--- src/rtl/instruction_fetch_unit_if.sv ---
// Fetch unit bus bundle: redirect, imem request/response, decode output.
// master = fetch unit side, slave = memory/decode side.
interface instruction_fetch_unit_if #(
  parameter int DATA_WIDTH = 32
);
  logic                  redirect_i;
  logic [DATA_WIDTH-1:0] redirect_pc_i;
  logic                  imem_req_valid_o;
  logic                  imem_req_ready_i;
  logic [DATA_WIDTH-1:0] imem_addr_o;
  logic                  imem_rsp_valid_i;
  logic [DATA_WIDTH-1:0] imem_rsp_data_i;
  logic                  instr_valid_o;
  logic                  instr_ready_i;
  logic [DATA_WIDTH-1:0] Instruction_bus_o;
  logic [6:0]            op_o;
  logic [DATA_WIDTH-1:0] pc_o;

  modport master (
    input  redirect_i,
    input  redirect_pc_i,
    output imem_req_valid_o,
    input  imem_req_ready_i,
    output imem_addr_o,
    input  imem_rsp_valid_i,
    input  imem_rsp_data_i,
    output instr_valid_o,
    input  instr_ready_i,
    output Instruction_bus_o,
    output op_o,
    output pc_o
  );

  modport slave (
    output redirect_i,
    output redirect_pc_i,
    input  imem_req_valid_o,
    output imem_req_ready_i,
    input  imem_addr_o,
    output imem_rsp_valid_i,
    output imem_rsp_data_i,
    input  instr_valid_o,
    output instr_ready_i,
    input  Instruction_bus_o,
    input  op_o,
    input  pc_o
  );
endinterface

--- src/rtl/instruction_fetch_unit.sv ---
// Fetch stage: PC, credit-limited imem requests, in-order
// instruction buffer, redirect flush with response dropping.
module instruction_fetch_unit #(
  parameter int                    DATA_WIDTH = 32,
  parameter logic [DATA_WIDTH-1:0] RESET_PC   = 32'h0040_0000,
  parameter int                    FIFO_DEPTH = 2
) (
  input logic                      clk,
  input logic                      reset,
  instruction_fetch_unit_if.master bus
);
  localparam int DW = DATA_WIDTH;
  localparam int CW = $clog2(FIFO_DEPTH + 1);
  localparam int PW = $clog2(FIFO_DEPTH);

  typedef enum logic {
    RUN,
    FLUSH
  } state_t;

  typedef struct packed {
    logic [DW-1:0] pc;
    logic [DW-1:0] instr;
  } entry_t;

  state_t        state_q, state_d;
  logic [DW-1:0] fetch_pc_q;
  logic [DW-1:0] rsp_pc_q;
  logic [CW-1:0] in_flight_q, in_flight_d;
  logic [CW-1:0] drop_q, drop_d;
  logic [CW-1:0] count_q;
  logic [PW-1:0] wr_ptr_q, rd_ptr_q;
  entry_t        buf_q [FIFO_DEPTH];

  logic [CW-1:0] credits;
  logic [DW-1:0] target;
  logic          req_valid;
  logic          req_fire;
  logic          push;
  logic          pop;
  logic          out_valid;
  entry_t        head;

  // in_flight counts every outstanding response, dropped ones too
  assign credits   = CW'(FIFO_DEPTH) - in_flight_q - count_q;
  assign target    = bus.redirect_pc_i & ~DW'(3);
  assign req_valid = reset && (state_q == RUN)
                     && (credits != '0) && !bus.redirect_i;
  assign req_fire  = req_valid && bus.imem_req_ready_i;
  assign push      = bus.imem_rsp_valid_i && (drop_q == '0)
                     && !bus.redirect_i;
  assign out_valid = (count_q != '0) && (state_q == RUN);
  assign pop       = out_valid && bus.instr_ready_i
                     && !bus.redirect_i;
  assign head      = buf_q[rd_ptr_q];

  assign bus.imem_req_valid_o  = req_valid;
  assign bus.imem_addr_o       = fetch_pc_q;
  assign bus.instr_valid_o     = out_valid;
  assign bus.Instruction_bus_o = out_valid ? head.instr : '0;
  assign bus.op_o              = bus.Instruction_bus_o[6:0];
  assign bus.pc_o              = out_valid ? head.pc : '0;

  // outstanding/drop accounting and RUN/FLUSH transitions
  always_comb begin
    in_flight_d = in_flight_q + CW'(req_fire)
                  - CW'(bus.imem_rsp_valid_i);
    drop_d      = drop_q;
    state_d     = state_q;
    unique case (1'b1)
      bus.redirect_i:
        drop_d = in_flight_d;
      !bus.redirect_i && (drop_q != '0):
        drop_d = drop_q - CW'(bus.imem_rsp_valid_i);
      default: ;
    endcase
    unique case (state_q)
      RUN:
        if (bus.redirect_i && (drop_d != '0))
          state_d = FLUSH;
      FLUSH:
        if (drop_d == '0)
          state_d = RUN;
      default: state_d = RUN;
    endcase
  end

  // control state, PCs and buffer pointers
  always_ff @(posedge clk or negedge reset) begin
    if (!reset) begin
      state_q     <= RUN;
      fetch_pc_q  <= RESET_PC;
      rsp_pc_q    <= RESET_PC;
      in_flight_q <= '0;
      drop_q      <= '0;
      count_q     <= '0;
      wr_ptr_q    <= '0;
      rd_ptr_q    <= '0;
    end else begin
      state_q     <= state_d;
      in_flight_q <= in_flight_d;
      drop_q      <= drop_d;
      if (bus.redirect_i) begin
        fetch_pc_q <= target;
        rsp_pc_q   <= target;
        count_q    <= '0;
        wr_ptr_q   <= '0;
        rd_ptr_q   <= '0;
      end else begin
        if (req_fire)
          fetch_pc_q <= fetch_pc_q + DW'(4);
        if (push) begin
          rsp_pc_q <= rsp_pc_q + DW'(4);
          wr_ptr_q <= wr_ptr_q + PW'(1);
        end
        if (pop)
          rd_ptr_q <= rd_ptr_q + PW'(1);
        count_q <= count_q + CW'(push) - CW'(pop);
      end
    end
  end

  // buffer storage; contents are qualified by count_q
  always_ff @(posedge clk) begin
    if (push)
      buf_q[wr_ptr_q] <= '{pc: rsp_pc_q,
                           instr: bus.imem_rsp_data_i};
  end
endmodule

--- src/flat_wrapper.sv ---
// flat-port wrapper written by rule: the top's interface ports become plain ports
module instruction_fetch_unit_flat 
#(
  parameter int                    DATA_WIDTH = 32,
  parameter logic [DATA_WIDTH-1:0] RESET_PC   = 32'h0040_0000,
  parameter int                    FIFO_DEPTH = 2
)
  (clk, reset, bus_redirect_i, bus_redirect_pc_i, bus_imem_req_valid_o, bus_imem_req_ready_i, bus_imem_addr_o, bus_imem_rsp_valid_i, bus_imem_rsp_data_i, bus_instr_valid_o, bus_instr_ready_i, bus_Instruction_bus_o, bus_op_o, bus_pc_o);
  instruction_fetch_unit_if #(.DATA_WIDTH(DATA_WIDTH)) bus_i ();
  input logic clk;
  input logic reset;
  input wire logic [$bits(bus_i.redirect_i)-1:0] bus_redirect_i;
  input wire logic [$bits(bus_i.redirect_pc_i)-1:0] bus_redirect_pc_i;
  output wire logic [$bits(bus_i.imem_req_valid_o)-1:0] bus_imem_req_valid_o;
  input wire logic [$bits(bus_i.imem_req_ready_i)-1:0] bus_imem_req_ready_i;
  output wire logic [$bits(bus_i.imem_addr_o)-1:0] bus_imem_addr_o;
  input wire logic [$bits(bus_i.imem_rsp_valid_i)-1:0] bus_imem_rsp_valid_i;
  input wire logic [$bits(bus_i.imem_rsp_data_i)-1:0] bus_imem_rsp_data_i;
  output wire logic [$bits(bus_i.instr_valid_o)-1:0] bus_instr_valid_o;
  input wire logic [$bits(bus_i.instr_ready_i)-1:0] bus_instr_ready_i;
  output wire logic [$bits(bus_i.Instruction_bus_o)-1:0] bus_Instruction_bus_o;
  output wire logic [$bits(bus_i.op_o)-1:0] bus_op_o;
  output wire logic [$bits(bus_i.pc_o)-1:0] bus_pc_o;
  assign bus_i.redirect_i = bus_redirect_i;
  assign bus_i.redirect_pc_i = bus_redirect_pc_i;
  assign bus_imem_req_valid_o = bus_i.imem_req_valid_o;
  assign bus_i.imem_req_ready_i = bus_imem_req_ready_i;
  assign bus_imem_addr_o = bus_i.imem_addr_o;
  assign bus_i.imem_rsp_valid_i = bus_imem_rsp_valid_i;
  assign bus_i.imem_rsp_data_i = bus_imem_rsp_data_i;
  assign bus_instr_valid_o = bus_i.instr_valid_o;
  assign bus_i.instr_ready_i = bus_instr_ready_i;
  assign bus_Instruction_bus_o = bus_i.Instruction_bus_o;
  assign bus_op_o = bus_i.op_o;
  assign bus_pc_o = bus_i.pc_o;
  instruction_fetch_unit #(.DATA_WIDTH(DATA_WIDTH), .RESET_PC(RESET_PC), .FIFO_DEPTH(FIFO_DEPTH)) u_core (.clk(clk), .reset(reset), .bus(bus_i));
endmodule
--- config.mk ---
export PLATFORM = sky130hd
export DESIGN_NAME = instruction_fetch_unit_flat
export DESIGN_NICKNAME = d
export VERILOG_FILES = /design/src/rtl/instruction_fetch_unit_if.sv /design/src/rtl/instruction_fetch_unit.sv /design/src/flat_wrapper.sv
export SDC_FILE = /design/constraint.sdc
export NUM_CORES = 1
export LEC_CHECK = 0
export ABC_AREA = 1
export CAP_MARGIN = 5
export CORE_AREA = 4 4 175 177
export CTS_BUF_LIST = sky130_fd_sc_hd__clkbuf_4
export DETAILED_ROUTE_END_ITERATION = 16
export DIE_AREA = 0 0 179 181
export MAX_ROUTING_LAYER = met4
export SETUP_SLACK_MARGIN = 0.05
export SLEW_MARGIN = 5
export SYNTH_ARGS = -nofsm -noshare
export SYNTH_HDL_FRONTEND = slang
export SYNTH_SLANG_ARGS = --single-unit
--- constraint.sdc ---
create_clock -name clk -period 5.8 [get_ports clk]
set_input_delay 1.16 -clock clk [delete_from_list [all_inputs] [get_ports clk]]
set_output_delay 1.16 -clock clk [all_outputs]
set_load 0.005 [all_outputs]
==> impl_metrics.toml <==
[pwr]
p_leak_nw = 5.60
p_sw_mw = 1.31
p_per_area_nw_per_um2 = 301
swShare_pct = 35.3
pwr-share-comb_pct = 28.4
p_clk_share_pct = 21.0
vdd_ir_drop_max_v = 0.000130
seq_power_share_pct = 50.6
internal_power_mw = 2.41

[setup_path]
cp-end-kind = "output port"
cp_slowest_cell = "a21oi_4"
start_kind = "register"
crit_fanout = 40
reg2regPathDepth = 7
crit_type = "reg -> out"
cp_num_buf_inv = 4
cp_num_cells = 6
worst_ep_arrival_time_ns = 2.99
worstPathCellList = "inv_2 > a21oi_4 > buf_4 > nand2_1 > inv_1 > clkdlybuf4s50_1"
cp_top_family = "buffers and inverters"
max_stage_delay_ns = 0.82
crit_required_ns = 4.64

[synthesis]
synthSimpleGateAreaFrac_pct = 30.6
synth.largest_area_cell = "edfxtp_1"
syn_inst = 1223
avgSynthCellArea_sq_um = 8.19
ys_seq_elements = 193
synth.area.mux_share_pct = 0
synth_top_family_by_area = "simple AND/OR/NAND/NOR gates"
yosysWarningCount = 0
synth-compound-area-share_pct = 4.23
synth_area_sq_um = 10000
synth-xor-area-share_pct = 1.66
netlist.area_leader.share_pct = 37.2
synth_area_leaders = "edfxtp_1, nand2_1, dfrtp_1"
synth_cell_types = 43
yosysSeqAreaShare_pct = 54.4
synth_fa_ha_area_share_pct = 0.999

[die]
die_w_microns = 179
fp.dieArea_sq_um = 32400
coreArea_sq_um = 29200
ios = 175
start_util_pct = 34.3
std_cell_rows = 63
die_h_microns = 181

[global_routing]
grt_max_degree = 63
grt_overflow_total = 0
antenna_found_initial = 1
grt_pass1_wl_microns = 41100
grt_pass1_vias = 7672
grt.total_usage_pct = 16.5

[placement]
placed_area_sq_um = 12000
gp_congestion = 0.897
numPortBuffers = 168
post-dp-hpwl_microns = 18500

[sta]
tns_ns = 0
min_period_over_period_pct = 71.5
slew_headroom_pct = 29.1
max_freq_mhz = 241
skew_ns = 0.0307
rsz0062_at_grt = "false"
setup_viol = 0
hold_slack_ns = 0.527
slew_violations = 0
hold_violations = 0
period_needed_ns = 4.15
worstMarginPinSlew_ns = 1.06

[layout]
finalNetCount = 1452
area_growth_pct = 23.1
drive_gt1_share_pct = 6.71
layout_common_cells = "nand2_1, clkdlybuf4s50_1, inv_1"
fin_area_sq_um = 12300
final_common_cell = "nand2_1"

[drt]
drt_iter0_drc = 517
first_pass_iters = 5
vias_per_cell = 4.54
drc = 0
wl_per_cell_microns = 14.7
wirelength_microns = 26100
vias = 8072
ant_nets = 0

[clocking]
cts_tree = "built"
postCtsSetupBuffers = 0
clk_transition_reported_paths_ns = 0.19
cts_root_buf = "clkbuf_4"
cts.repair.resized = 0
clock_sinks = 193
htree_num_levels = 4
numCtsBuffers = 17
hold_buffers = 0
clk-insertion-delay-late_ns = 0.58
cts_max_path_buffers = 2

[worst_hold_path]
hold_class = "reg -> reg"
min_path_cells = 2

[outcome]
status = "completed"

[job]
maxCapViolations = 0
[cell type report]
| type | instances | area [sq um] |
|---|---|---|
| fillers | 2912 | 16900 |
| clock inverters | 14 | 186 |
| flip-flops and latches | 193 | 5450 |
| multi-input cells | 842 | 3790 |
| diodes | 1 | 2.50 |
| repair buffers | 178 | 1750 |
| well taps | 390 | 488 |
| clock buffers | 18 | 135 |
| inverters | 142 | 533 |
[synthesized netlist by cell type, drive strengths merged]
| library cell | count |
|---|---|
| nand2 | 567 |
| inv | 140 |
| edfxtp | 124 |
| nor2 | 92 |
| dfrtp | 67 |
| nand3 | 45 |
| o21ai | 32 |
| buf | 26 |
| a21oi | 24 |
| clkbuf | 23 |
| nand3b | 14 |
| xor2 | 14 |
| ha | 8 |
| nor3 | 8 |
| nand4 | 7 |
| o211ai | 7 |
| o21bai | 5 |
| xnor2 | 5 |
| or2 | 3 |
| clkinv | 2 |
| dfstp | 2 |
| o221ai | 2 |
| a21boi | 1 |
| a31oi | 1 |
| and2 | 1 |
| conb | 1 |
| nor3b | 1 |
| o21a | 1 |
[layer usage]
metal / up-vias / routed length [microns] / global-route usage (%)
li1: 4121 / - / -
met3: 26 / 1640 / 3.08
met2: 251 / 11300 / 24.6
met5: - / 0 / -
met1: 3674 / 12800 / 23.4
met4: 0 / 393 / 3.93
[state kept, by name (all words and copies together) (netlist names)]
signal	flops
u_core.buf_q	124
u_core.state_q	1
u_core.rsp_pc_q	30
u_core.count_q	2
u_core.rd_ptr_q	1
u_core.bus.imem_addr_o	30
u_core.in_flight_q	2
u_core.drop_q	2
u_core.wr_ptr_q	1
[logic make-up (layout without fill, tap and decap cells)]
kind of cell,count (synthesis),count (layout)
fa+ha+maj,8,8
other cells,1,5
compound gates,73,73
xor+xnor,19,19
buf+inv,191,352
flops,193,193
simple gates,738,738
[final timing paths]
path,from,to,slack [ns]
worst max-delay path,u_core.count_q[1],bus_Instruction_bus_o[4],1.65
worst min-delay path,u_core.bus.imem_addr_o[22],u_core.bus.imem_addr_o[22],0.53
worst max register to register,u_core.drop_q[1],u_core.buf_q[0][14],2.96
worst min register to register,u_core.bus.imem_addr_o[22],u_core.bus.imem_addr_o[22],0.53
max in group asynchronous,reset,u_core.rsp_pc_q[22],4.17
min in group asynchronous,reset,u_core.bus.imem_addr_o[28],0.70
[metrics by stage]
stage          power, mW  std cells  worst slack, ns  utilization (%)
2_1_floorplan       2.48       1226             1.06                -
3_5_place_dp        2.98       1745             1.73             41.1
6_report            3.72       1778             1.65             42.2
3_3_place_gp        2.95       1745             1.77             41.1
4_1_cts             3.76       1777             1.55             42.2
5_1_grt             3.98       1778             1.26             42.2
[power groups by stage]
stage | Clock [mW] | Sequential (mW) | Combinational (mW)
finish | 0.780 | 1.88 | 1.06
CTS | 0.805 | 1.88 | 1.07
detailed placement | 0 | 1.91 | 1.07
global placement | 0 | 1.90 | 1.05
floorplan | 0 | 1.85 | 0.625
global route | 0.862 | 1.91 | 1.21
[worst reg2reg max path, stage by stage (launching register included)]
cell	delay, ns
dfrtp_1	0.44
nor2_1	0.21
nand2_1	0.10
nor2_1	0.10
buf_4	0.29
inv_1	0.25
nor2_4	0.64
buf_4	0.47
(Power assumes the default switching activity.)
